## src/rtl/cpu_types_pkg.sv

```systemverilog
// cpu_types_pkg: types and constants shared by the pipeline memory blocks.
//   word_t          - 32-bit machine word
//   arb_state_t     - grant state of memory_arbiter
//   TIMEOUT_DEFAULT - default watchdog limit, in granted cycles
package cpu_types_pkg;

  localparam int WORD_W = 32;

  typedef logic [WORD_W-1:0] word_t;

  typedef enum logic [1:0] {
    IDLE   = 2'd0,
    DGRANT = 2'd1,
    IGRANT = 2'd2
  } arb_state_t;

  localparam int TIMEOUT_DEFAULT = 64;

endpackage

```

## src/rtl/access_watchdog.sv

```systemverilog
// access_watchdog: counts the cycles of one granted RAM access and flags an
// access that has waited too long for the RAM.
//   CLK, nRST - clock, asynchronous active-low reset
//   start     - a grant begins next cycle; clears the count
//   active    - a live granted cycle; advances the count
//   ready     - RAM completes this cycle; suppresses expiry
//   expired   - TIMEOUT-th granted cycle passed with no ready (combinational)
module access_watchdog
  import cpu_types_pkg::*;
#(
  parameter int TIMEOUT = TIMEOUT_DEFAULT
) (
  input  logic CLK,
  input  logic nRST,
  input  logic start,
  input  logic active,
  input  logic ready,
  output logic expired
);

  localparam int CW = (TIMEOUT > 1) ? $clog2(TIMEOUT) : 1;

  logic [CW-1:0] cnt_q, cnt_d;

  always_ff @(posedge CLK or negedge nRST) begin
    if (!nRST) begin
      cnt_q <= '0;
    end else begin
      cnt_q <= cnt_d;
    end
  end

  always_comb begin
    cnt_d = cnt_q;
    if (start) begin
      cnt_d = '0;
    end else if (active) begin
      cnt_d = cnt_q + 1'b1;
    end
  end

  // The first granted cycle sees a count of 0, so TIMEOUT-1 marks the
  // TIMEOUT-th granted cycle.
  assign expired = active && !ready && (cnt_q == CW'(TIMEOUT - 1));

endmodule

```

## src/rtl/memory_arbiter.sv

```systemverilog
// memory_arbiter: grants instruction-fetch and data requests, one at a time,
// onto a single-ported RAM; data wins simultaneous requests.
//   CLK, nRST                     - clock, asynchronous active-low reset
//   iREN, iaddr                   - fetch request / address
//   dREN, dWEN, daddr, dstore     - data load/store request, address, data
//   ramready, ramload             - RAM completion and read data
//   ihit, iload / dhit, dload     - completion pulses and returned data
//   ramREN, ramWEN, ramaddr, ramstore - RAM strobes, address, write data
//   err                           - pulse on timeout or dREN&dWEN request
//   istall_cnt, dstall_cnt        - free-running stall-cycle counters
module memory_arbiter
  import cpu_types_pkg::*;
#(
  parameter int TIMEOUT = TIMEOUT_DEFAULT,
  parameter int CNT_W   = 32
) (
  input  logic             CLK,
  input  logic             nRST,
  input  logic             iREN,
  input  logic [31:0]      iaddr,
  input  logic             dREN,
  input  logic             dWEN,
  input  logic [31:0]      daddr,
  input  logic [31:0]      dstore,
  input  logic             ramready,
  input  logic [31:0]      ramload,
  output logic             ihit,
  output logic             dhit,
  output logic [31:0]      iload,
  output logic [31:0]      dload,
  output logic             ramREN,
  output logic             ramWEN,
  output logic [31:0]      ramaddr,
  output logic [31:0]      ramstore,
  output logic             err,
  output logic [CNT_W-1:0] istall_cnt,
  output logic [CNT_W-1:0] dstall_cnt
);

  arb_state_t       state_q, state_d;
  logic             first_q;
  logic [CNT_W-1:0] istall_cnt_q, istall_cnt_d;
  logic [CNT_W-1:0] dstall_cnt_q, dstall_cnt_d;

  logic d_req;
  logic wd_start;
  logic wd_active;
  logic wd_expired;
  logic illegal_err;

  assign d_req = dREN | dWEN;

  // A grant always starts from IDLE, so any request seen there opens one.
  assign wd_start  = (state_q == IDLE) && (d_req || iREN);
  // Only cycles where the granted requester still asks count; a dropped
  // request aborts silently rather than running into the watchdog.
  assign wd_active = ((state_q == DGRANT) && d_req) ||
                     ((state_q == IGRANT) && iREN);

  access_watchdog #(
    .TIMEOUT(TIMEOUT)
  ) u_watchdog (
    .CLK    (CLK),
    .nRST   (nRST),
    .start  (wd_start),
    .active (wd_active),
    .ready  (ramready),
    .expired(wd_expired)
  );

  // Load and store together is flagged once, on the first data-grant cycle;
  // the store still goes ahead.
  assign illegal_err = (state_q == DGRANT) && first_q && dREN && dWEN;

  // State register and per-access bookkeeping.
  always_ff @(posedge CLK or negedge nRST) begin
    if (!nRST) begin
      state_q      <= IDLE;
      first_q      <= 1'b0;
      istall_cnt_q <= '0;
      dstall_cnt_q <= '0;
    end else begin
      state_q      <= state_d;
      first_q      <= wd_start;
      istall_cnt_q <= istall_cnt_d;
      dstall_cnt_q <= dstall_cnt_d;
    end
  end

  // Next-state logic.
  always_comb begin
    state_d = state_q;
    unique case (state_q)
      IDLE: begin
        if (d_req) begin
          state_d = DGRANT;
        end else if (iREN) begin
          state_d = IGRANT;
        end
      end
      DGRANT: begin
        if (!d_req || ramready || wd_expired) begin
          state_d = IDLE;
        end
      end
      IGRANT: begin
        if (!iREN || ramready || wd_expired) begin
          state_d = IDLE;
        end
      end
      default: state_d = IDLE;
    endcase
  end

  // Output logic; everything is zero outside a grant.
  always_comb begin
    ihit     = 1'b0;
    dhit     = 1'b0;
    iload    = '0;
    dload    = '0;
    ramREN   = 1'b0;
    ramWEN   = 1'b0;
    ramaddr  = '0;
    ramstore = '0;
    err      = 1'b0;
    unique case (state_q)
      DGRANT: begin
        ramaddr  = daddr;
        ramstore = dstore;
        ramWEN   = dWEN;
        ramREN   = dREN & ~dWEN;
        err      = wd_expired | illegal_err;
        if (d_req && ramready) begin
          dhit  = 1'b1;
          dload = ramload;
        end
      end
      IGRANT: begin
        ramaddr = iaddr;
        ramREN  = 1'b1;
        err     = wd_expired;
        if (iREN && ramready) begin
          ihit  = 1'b1;
          iload = ramload;
        end
      end
      default: ;
    endcase
  end

  // Stall counters wrap naturally at 2^CNT_W.
  always_comb begin
    istall_cnt_d = istall_cnt_q;
    dstall_cnt_d = dstall_cnt_q;
    if (iREN && !ihit) begin
      istall_cnt_d = istall_cnt_q + 1'b1;
    end
    if (d_req && !dhit) begin
      dstall_cnt_d = dstall_cnt_q + 1'b1;
    end
  end

  assign istall_cnt = istall_cnt_q;
  assign dstall_cnt = dstall_cnt_q;

endmodule

```

## config.mk

```make
export PLATFORM = sky130hd
export DESIGN_NAME = memory_arbiter
export DESIGN_NICKNAME = d
export VERILOG_FILES = /design/src/rtl/cpu_types_pkg.sv /design/src/rtl/access_watchdog.sv /design/src/rtl/memory_arbiter.sv
export SDC_FILE = /design/constraint.sdc
export NUM_CORES = 1
export LEC_CHECK = 0
export BUFFER_PORTS_ARGS = -buffer_cell sky130_fd_sc_hd__buf_2
export CORE_AREA = 2 2 128 130
export CTS_CLUSTER_SIZE = 10
export DETAILED_ROUTE_END_ITERATION = 10
export DIE_AREA = 0 0 130 132
export GPL_TIMING_DRIVEN = 0
export PLACE_DENSITY = 0.68
export SKIP_LAST_GASP = 1
export SLEW_MARGIN = 20
export SYNTH_ARGS = -nofsm -noshare
export SYNTH_HDL_FRONTEND = slang
export SYNTH_SLANG_ARGS = --single-unit
```

## constraint.sdc

```tcl
create_clock -name CLK -period 5.7 [get_ports CLK]
set_input_delay 0.855 -clock CLK [delete_from_list [all_inputs] [get_ports CLK]]
set_output_delay 0.855 -clock CLK [all_outputs]
set_load 0.01 [all_outputs]
```

==> out/metrics.yaml, run 1 <==
status: "completed"
vias_per_cell: 4.51
synth.area.top_cells: "dfrtp_1 40%, and2_1 14%, xnor2_1 8.0%"
antenna_found_initial: 2
highest_layer: "met5"
yosysTopAreaCell: "dfrtp_1"
num_vias: 4736
path_max_fanout: 10
grt_max_degree: 44
maxSlewViolCount: 0
clk_pin_slew_ns: 0.06
fin_tns_setup_ns: 0
finalSetupViolations: 0
insertion_delay_ns: 0.34
nFillCells: 1579
io_buffer_count: 330
max_stage_delay_ns: 0.54
async_flop_share: 1.00
final_cell_mix: "330 x buf_2, 99 x and2_1, 73 x dfrtp_1, 41 x xnor2_1, 33 x nor2b_1"
placed_cells: 1033
fin_nets: 968
regArea_um2: 1830
wl_met2_um: 7950
synth_cell_type_count: 40
yosys_warnings: 0
mostFrequentLayoutCell: "buf_2"
whs_ns: 0.447
ys_ff_latch: 73
required_ns: 4.85
synth_cells: 486
tightest_slew_ns: 0.652
crit_arrival_ns: 2.52
syn_nets: 626
crit_path_top_delay_cell: "clkbuf_1"
p_leak_nw: 3.76
dp_hpwl_um: 13900
multi_input_area_um2: 2550
cp_top_family: "buffers and inverters"
cts_buffer_depth: 2
grt_pass1_wl_um: 25000
ios: 331
clock-sinks: 73
gp_congestion: 0.885
period_share: 0.592
yosysTopAreaCellShare: 0.405
vdd_drop_max_uv: 244
post-cts-setup-buffers: 0
cts_root_buf: "clkbuf_16"
numCtsBuffers: 9
drive_gt1_frac: 0.432
final_hold_viol_count: 0
maxCapViolCount: 0
synth-edff-count: 0
synth-seq-area-share: 0.405
wl_met3_um: 1480
cts_resized: 0
hold_path.class: "in2async"
relSlewSlack: 0.565
startpoint_type: "flop"
fin_cells: 1050
syn_avg_cell_area_um2: 9.29
p_per_area_nw_per_um2: 335
path_cells: "inv_1 > ha_1 > clkbuf_1 > clkbuf_1 > nand2_1 > nor2_1 > o21a_1 > buf_2"
period_minus_slack_ns: 3.38
path_common_cell: "clkbuf_1"
fin_skew_ns: 0.00744
drt-initial-drc-count: 181
cts_tree: "built"
grt_pass1_vias: 4559
cts_hold_buffers: 0
fmax_mhz: 296
drtAntennaViolNets: 0
grtUsageTotal: 0.188
start_util: 0.287
path_class: "reg2out"
routedWlPerCell_um: 16.0
rsz0062_at_grt: "false"
routed_wl_um: 16800
synth_ff_type: "dfrtp_1"
die_h_um: 132
cts.htree.levels: 3
die_w_um: 130
rows: 46
area_delta_synth_final_pct: 50.1
core_um2: 15700
crit_buf_inv: 4
drt-met1-wl_um: 6960
firstDrtPassIters: 5
dieArea_um2: 17200
synth_area_um2: 4520
endpoint_kind: "primary output"
grt_overflow: 0
drc_errors: 0
## flip-flops by register name, summed over array words and instances, names as in the netlist
name and flops:
dstall_cnt 32, istall_cnt 32, u_watchdog.cnt_q 6, state_q 2
first_q 1
## worst reg2reg max path, stage by stage, from the launching register on
cell	delay, ns
dfrtp_1	0.37
inv_1	0.07
ha_1	0.18
buf_2	0.18
a21boi_4	0.25
nand4_1	0.30
nor4_2	0.58
nand4_1	0.19
xnor2_1	0.15
## kinds of logic after synthesis
logic type               after synthesis  share of synthesized area
AO/OA/AOI/OAI                         42                     0.0734
flip-flops                            73                      0.405
adder cells (fa/ha/maj)                6                     0.0166
XOR/XNOR                              67                      0.130
multiplexers                           3                    0.00720
AND/OR/NAND/NOR                      261                      0.338
buffers and inverters                 34                     0.0302
## metrics by stage
step	util	total power, mW	cell area (µm²)	worst slack [ns]
finish	0.431	2.27	6780	2.32
global route	0.431	2.42	6770	2.13
CTS	0.431	2.30	6770	2.26
detailed placement	0.412	1.71	6470	2.59
global placement	0.410	1.70	6440	2.59
floorplan	-	1.24	4520	2.96
## Yosys cell counts (all sizes together), types with 4 or more instances
cell type,number
and4,10
nand3,22
nor3,7
and3,10
a22oi,32
xor2,26
xnor2,41
clkbuf,21
dfrtp,73
ha,6
inv,9
nand4,16
and2,99
nand2,26
buf,4
nor2,29
nor2b,33
## path summary, 6_finish.rpt
| check | startpoint | slack [ns] | depth (start not counted) | end |
|---|---|---|---|---|
| hold / removal | nRST | 0.45 | 1 | dstall_cnt[21] |
| setup / recovery | state_q[1] | 2.32 | 8 | ramREN |
| max in group asynchronous | nRST | 4.70 | 2 | istall_cnt[29] |
| setup reg to reg | state_q[0] | 3.32 | 8 | istall_cnt[26] |
| hold reg to reg | istall_cnt[31] | 0.47 | 1 | istall_cnt[31] |
| min in group CLK | istall_cnt[31] | 0.47 | 1 | istall_cnt[31] |
## final cells by class
type / instances / share of cell area
Antenna cell: 1 / 0.000369
Clock inverter: 6 / 0.00997
Inverter: 9 / 0.00499
Clock buffer: 10 / 0.0353
Timing Repair Buffer: 331 / 0.248
Buffer: 25 / 0.0151
Tap cell: 216 / 0.0399
Multi-Input combinational cell: 379 / 0.377
Sequential cell: 73 / 0.270
## power by group
| group | leakage, nW | internal, mW | switching, mW |
|---|---|---|---|
| clock | 0.145 | 0.351 | 0.220 |
| combinational | 2.65 | 0.445 | 0.593 |
| sequential | 0.964 | 0.582 | 0.0780 |
| total | 3.76 | 1.38 | 0.892 |
## per-layer routing
metal	up-vias	track usage
li1	2324	-
met1	2201	0.229
met2	185	0.307
met3	24	0.0593
met4	2	0.0729
met5	-	0
Power figures use the tool's default switching activity.
==> run 2: changes to the inputs <==
--- a/config.mk
+++ b/config.mk
@@ -5,13 +5,14 @@
 export SDC_FILE = /design/constraint.sdc
 export NUM_CORES = 1
 export LEC_CHECK = 0
+export ABC_AREA = 1
 export BUFFER_PORTS_ARGS = -buffer_cell sky130_fd_sc_hd__buf_2
-export CORE_AREA = 2 2 128 130
+export CORE_AREA = 2 2 130 132
 export CTS_CLUSTER_SIZE = 10
 export DETAILED_ROUTE_END_ITERATION = 10
-export DIE_AREA = 0 0 130 132
+export DIE_AREA = 0 0 132 134
 export GPL_TIMING_DRIVEN = 0
-export PLACE_DENSITY = 0.68
+export PLACE_DENSITY = 0.74
 export SKIP_LAST_GASP = 1
 export SLEW_MARGIN = 20
 export SYNTH_ARGS = -nofsm -noshare
==> constraint.sdc (replaced) <==
create_clock -name CLK -period 3 [get_ports CLK]
set_input_delay 0.45 -clock CLK [delete_from_list [all_inputs] [get_ports CLK]]
set_output_delay 0.45 -clock CLK [all_outputs]
set_load 0.01 [all_outputs]
==> out/metrics.yaml, run 2 <==
clock-sinks: 73
routedWlPerCell_um: 14.8
drc_errors: 0
drive_gt1_frac: 0.328
cts.htree.levels: 3
drt-initial-drc-count: 395
vdd_drop_max_uv: 259
met3_usage: 0.0624
dieArea_um2: 17700
antenna_found_initial: 3
crit_buf_inv: 4
max_stage_delay_ns: 0.40
ys_ff_latch: 73
synth_cell_type_count: 33
cts_hold_buffers: 0
mostFrequentLayoutCell: "buf_2"
num_vias: 6385
cts_root_buf: "clkbuf_16"
r2r_cells: 10
firstDrtPassIters: 5
post-cts-setup-buffers: 0
fin_nets: 1289
hold_path.class: "in2async"
fin_tns_setup_ns: 0
total_power_mw: 4.37
relSlewSlack: 0.554
rr_startpoint: "state_q[1]"
use_met2: 0.345
grt_pass1_vias: 5781
netlist_top_cells_count: "263 x nand2_1, 129 x inv_1, 124 x nor2_1"
final_cell_mix: "334 x buf_2, 263 x nand2_1, 129 x inv_1, 124 x nor2_1, 73 x dfrtp_1"
ios: 331
grtUsageTotal: 0.218
r2r-end: "dstall_cnt[22]"
grt_pass1_wl_um: 30700
endpoint_kind: "primary output"
synth.area.top_cells: "dfrtp_1 35%, nand2_1 19%, inv_1 9.3%"
area_delta_synth_final_pct: 43.7
clk_pin_slew_ns: 0.06
yosysTopAreaCell: "dfrtp_1"
cts_resized: 0
synth-seq-area-share: 0.352
path_max_fanout: 10
p_per_area_nw_per_um2: 586
cts_buffer_depth: 2
routed_wl_um: 20300
gp_congestion: 0.927
period_share: 0.875
maxSlewViolCount: 0
async_flop_share: 1.00
drtAntennaViolNets: 0
cp_top_family: "buffers and inverters"
finalSetupViolations: 0
grt_overflow: 0
synth-edff-count: 0
die_h_um: 134
core_um2: 16300
final_hold_viol_count: 0
grt_max_degree: 46
numCtsBuffers: 9
yosys_warnings: 0
rsz0062_at_grt: "false"
status: "completed"
p_leak_nw: 4.52
die_w_um: 132
synth_cells: 807
synth_ff_type: "dfrtp_1"
required_ns: 2.55
crit_arrival_ns: 2.18
met1_usage: 0.289
path_common_cell: "buf_2"
synth.most_common_cell: "nand2_1"
dp_hpwl_um: 16900
fmax_mhz: 381
start_util: 0.319
vias_per_cell: 4.65
insertion_delay_ns: 0.33
path_cells: "inv_1 > ha_1 > buf_2 > buf_2 > nand2_1 > a21oi_1 > buf_2"
syn_nets: 947
io_buffer_count: 330
path_class: "reg2out"
rrSetupSlack_ns: 1.10
synth_area_um2: 5190
yosysTopAreaCellShare: 0.352
grt.busiest_layer: "met2"
tightest_slew_ns: 0.669
rows: 47
period_minus_slack_ns: 2.63
crit_path_top_delay_cell: "dfrtp_1"
maxCapViolCount: 0
startpoint_type: "flop"
syn_avg_cell_area_um2: 6.43
fin_skew_ns: 0.00843
cts_tree: "built"
-- run 2: cell count changes in the layout (fill, tap and decap cells not counted), moves of 19 or more --
cell	before	now
xnor2_1	41	17
nand2_1	26	263
nand3_1	22	41
a21oi_1	0	36
a22oi_1	32	0
inv_1	9	129
nor2b_1	33	1
nor2_1	29	124
and2_1	99	1
-- run 2: power breakdown --
| group | internal, mW | leakage, nW | switching [mW] |
|---|---|---|---|
| logic | 0.686 | 3.41 | 1.28 |
| registers | 1.12 | 0.958 | 0.142 |
| clock network | 0.745 | 0.153 | 0.399 |
| total | 2.55 | 4.52 | 1.83 |
-- run 2: area by class of cell --
cell class,instances,area (µm²)
Antenna cell,1,2.50
Clock inverter,3,65.1
Tap cell,220,275
Inverter,133,499
Multi-Input combinational cell,579,2760
Sequential cell,73,1830
Fill cell,1709,8830
Clock buffer,12,246
Buffer,22,111
Timing Repair Buffer,331,1680
-- run 2: worst reg2reg max path, stage by stage (launching register included) --
cell,delay (ns)
dfrtp_1,0.37
inv_1,0.07
ha_1,0.25
nand2_1,0.17
inv_2,0.06
nor2_4,0.17
nand2_1,0.07
nor2_1,0.25
nand2_1,0.12
o21ai_0,0.17
nand2_1,0.08
-- run 2: metrics by stage --
stage          hold slack [ns]  utilization  cells  setup WS, ns  instance area (µm²)
2_1_floorplan            0.154            -    807          1.11                 5190
3_3_place_gp             0.479        0.437   1357         0.703                 7120
3_5_place_dp             0.411        0.439   1358         0.747                 7150
4_1_cts                 0.0520        0.458   1373         0.374                 7460
5_1_grt                 0.0738        0.458   1374         0.252                 7460
6_report                0.0500        0.458   1374         0.374                 7460
-- run 2: worst max path at each step --
stage	slack [ns]	end	startpoint	depth (start not counted)
finish	0.37	ramaddr[12]	state_q[1]	7
CTS	0.37	ramaddr[12]	state_q[1]	7
global route	0.25	dload[4]	state_q[1]	8
floorplan	1.11	dload[10]	state_q[1]	7
detailed placement	0.75	ramaddr[13]	state_q[0]	7
global placement	0.70	ramaddr[13]	state_q[0]	7
-- run 2: routing by layer --
layer  share of wire  wire length [µm]  vias up
met5          0.0015                31        -
met4           0.019               395        4
li1                -                 -     3134
met3           0.083              1690       33
met2            0.46              9360      254
met1            0.44              8870     2960
-- run 2: cells by family after synthesis --
| family | after synthesis | share of synthesized area |
|---|---|---|
| fa+ha+maj | 6 | 0.0145 |
| simple gates | 494 | 0.414 |
| compound gates | 47 | 0.0455 |
| flops | 73 | 0.352 |
| xor+xnor | 32 | 0.0569 |
| buf+inv | 155 | 0.118 |
==> run 3: changes to the inputs <==
--- a/config.mk
+++ b/config.mk
@@ -8,6 +8,7 @@
 export ABC_AREA = 1
 export BUFFER_PORTS_ARGS = -buffer_cell sky130_fd_sc_hd__buf_2
 export CORE_AREA = 2 2 130 132
+export CTS_BUF_LIST = sky130_fd_sc_hd__clkbuf_8 sky130_fd_sc_hd__clkbuf_16
 export CTS_CLUSTER_SIZE = 10
 export DETAILED_ROUTE_END_ITERATION = 10
 export DIE_AREA = 0 0 132 134
==> out/metrics.yaml, run 3 (same netlist as run 2, synthesis figures left out) <==
vdd_drop_max_uv: 257
grt_overflow: 0
p_per_area_nw_per_um2: 585
fin_ws_ns: 0.373
final_hold_viol_count: 0
drc_errors: 0
drive_gt1_frac: 0.328
rsz0062_at_grt: "false"
period_minus_slack_ns: 2.63
gp_congestion: 0.927
drt-initial-drc-count: 399
start_util: 0.319
rrSetupSlack_ns: 1.10
crit_arrival_ns: 2.18
total_power_mw: 4.37
fin_tns_setup_ns: 0
status: "completed"
period_share: 0.876
grt_max_degree: 46
p_comb_frac: 0.451
use_met2: 0.345
final_cell_mix: "334 x buf_2, 263 x nand2_1, 131 x inv_1, 124 x nor2_1, 73 x dfrtp_1"
vias_per_cell: 4.64
endpoint_kind: "primary output"
fin_skew_ns: 0.00808
cts_buffer_depth: 2
core_um2: 16300
routedWlPerCell_um: 14.8
hold_path.class: "in2async"
switching_share: 0.418
met3_usage: 0.0624
fin_nets: 1289
insertion_delay_ns: 0.33
routed_wl_um: 20300
internal-power_mw: 2.54
path_class: "reg2out"
maxCapViolCount: 0
grt.busiest_layer: "met2"
maxSlewViolCount: 0
grt_pass1_wl_um: 30700
clock-sinks: 73
startpoint_type: "flop"
cts.htree.levels: 3
firstDrtPassIters: 5
ios: 331
dp_hpwl_um: 16900
area_delta_synth_final_pct: 43.7
tightest_slew_ns: 0.669
num_vias: 6376
die_h_um: 134
clockPowerShare: 0.261
mostFrequentLayoutCell: "buf_2"
p_seq_frac: 0.288
grt_pass1_vias: 5781
numCtsBuffers: 9
io_buffer_count: 330
grtUsageTotal: 0.218
path_max_fanout: 10
die_w_um: 132
cts_hold_buffers: 0
met1_usage: 0.289
power_switching_mw: 1.83
relSlewSlack: 0.554
fmax_mhz: 381
place_ws_ns: 0.747
cts_resized: 0
p_leak_nw: 4.52
drtAntennaViolNets: 0
antenna_found_initial: 3
cts_tree: "built"
cts_root_buf: "clkbuf_16"
post-route-util: 0.458
clk_pin_slew_ns: 0.06
dieArea_um2: 17700
rows: 47
finalSetupViolations: 0
post-cts-setup-buffers: 0
required_ns: 2.55
-- run 3: power by group through the flow --
stage               Combinational (mW)  Clock, mW  Sequential [mW]
finish                            1.97       1.14             1.26
global route                      2.16       1.21             1.28
detailed placement                1.97          0             1.28
floorplan                         1.04          0             1.30
global placement                  1.95          0             1.27
CTS                               1.98       1.17             1.26
-- run 3: worst max-delay path, cell delays in order (launching register included) --
cell and delay, ns:
dfrtp_1 0.40, inv_1 0.09, ha_1 0.26, buf_2 0.28, buf_2 0.28, nand2_1 0.10
a21oi_1 0.24, buf_2 0.19
-- run 3: area by class of cell --
class | instances | area (µm²)
Multi-Input combinational cell | 579 | 2760
Inverter | 133 | 499
Timing Repair Buffer | 331 | 1680
Sequential cell | 73 | 1830
Buffer | 22 | 111
Clock inverter | 5 | 72.6
Tap cell | 220 | 275
Clock buffer | 10 | 239
Antenna cell | 1 | 2.50
Fill cell | 1709 | 8830
-- run 3: routing by layer --
| metal | vias to the layer above | routed length, µm | share of wire |
|---|---|---|---|
| met3 | 31 | 1720 | 0.085 |
| li1 | 3134 | - | - |
| met2 | 257 | 9350 | 0.46 |
| met1 | 2950 | 8820 | 0.43 |
| met4 | 4 | 391 | 0.019 |
| met5 | - | 31 | 0.0015 |
-- run 3: final timing paths --
check | start | depth (start not counted) | endpoint
worst max-delay path | state_q[1] | 7 | ramaddr[12]
worst min-delay path | nRST | 1 | dstall_cnt[27]
worst max register to register | state_q[1] | 10 | dstall_cnt[22]
worst min register to register | dstall_cnt[31] | 2 | dstall_cnt[31]
max in group asynchronous | nRST | 2 | istall_cnt[23]
min in group CLK | dstall_cnt[31] | 2 | dstall_cnt[31]
-- run 3: stage by stage --
step           area [µm²]  hold WS (ns)  instances
5_1_grt              7460        0.0735       1374
4_1_cts              7460        0.0518       1373
3_5_place_dp         7150         0.411       1358
6_report             7460        0.0501       1374
2_1_floorplan        5190         0.154        807
3_3_place_gp         7120         0.479       1357
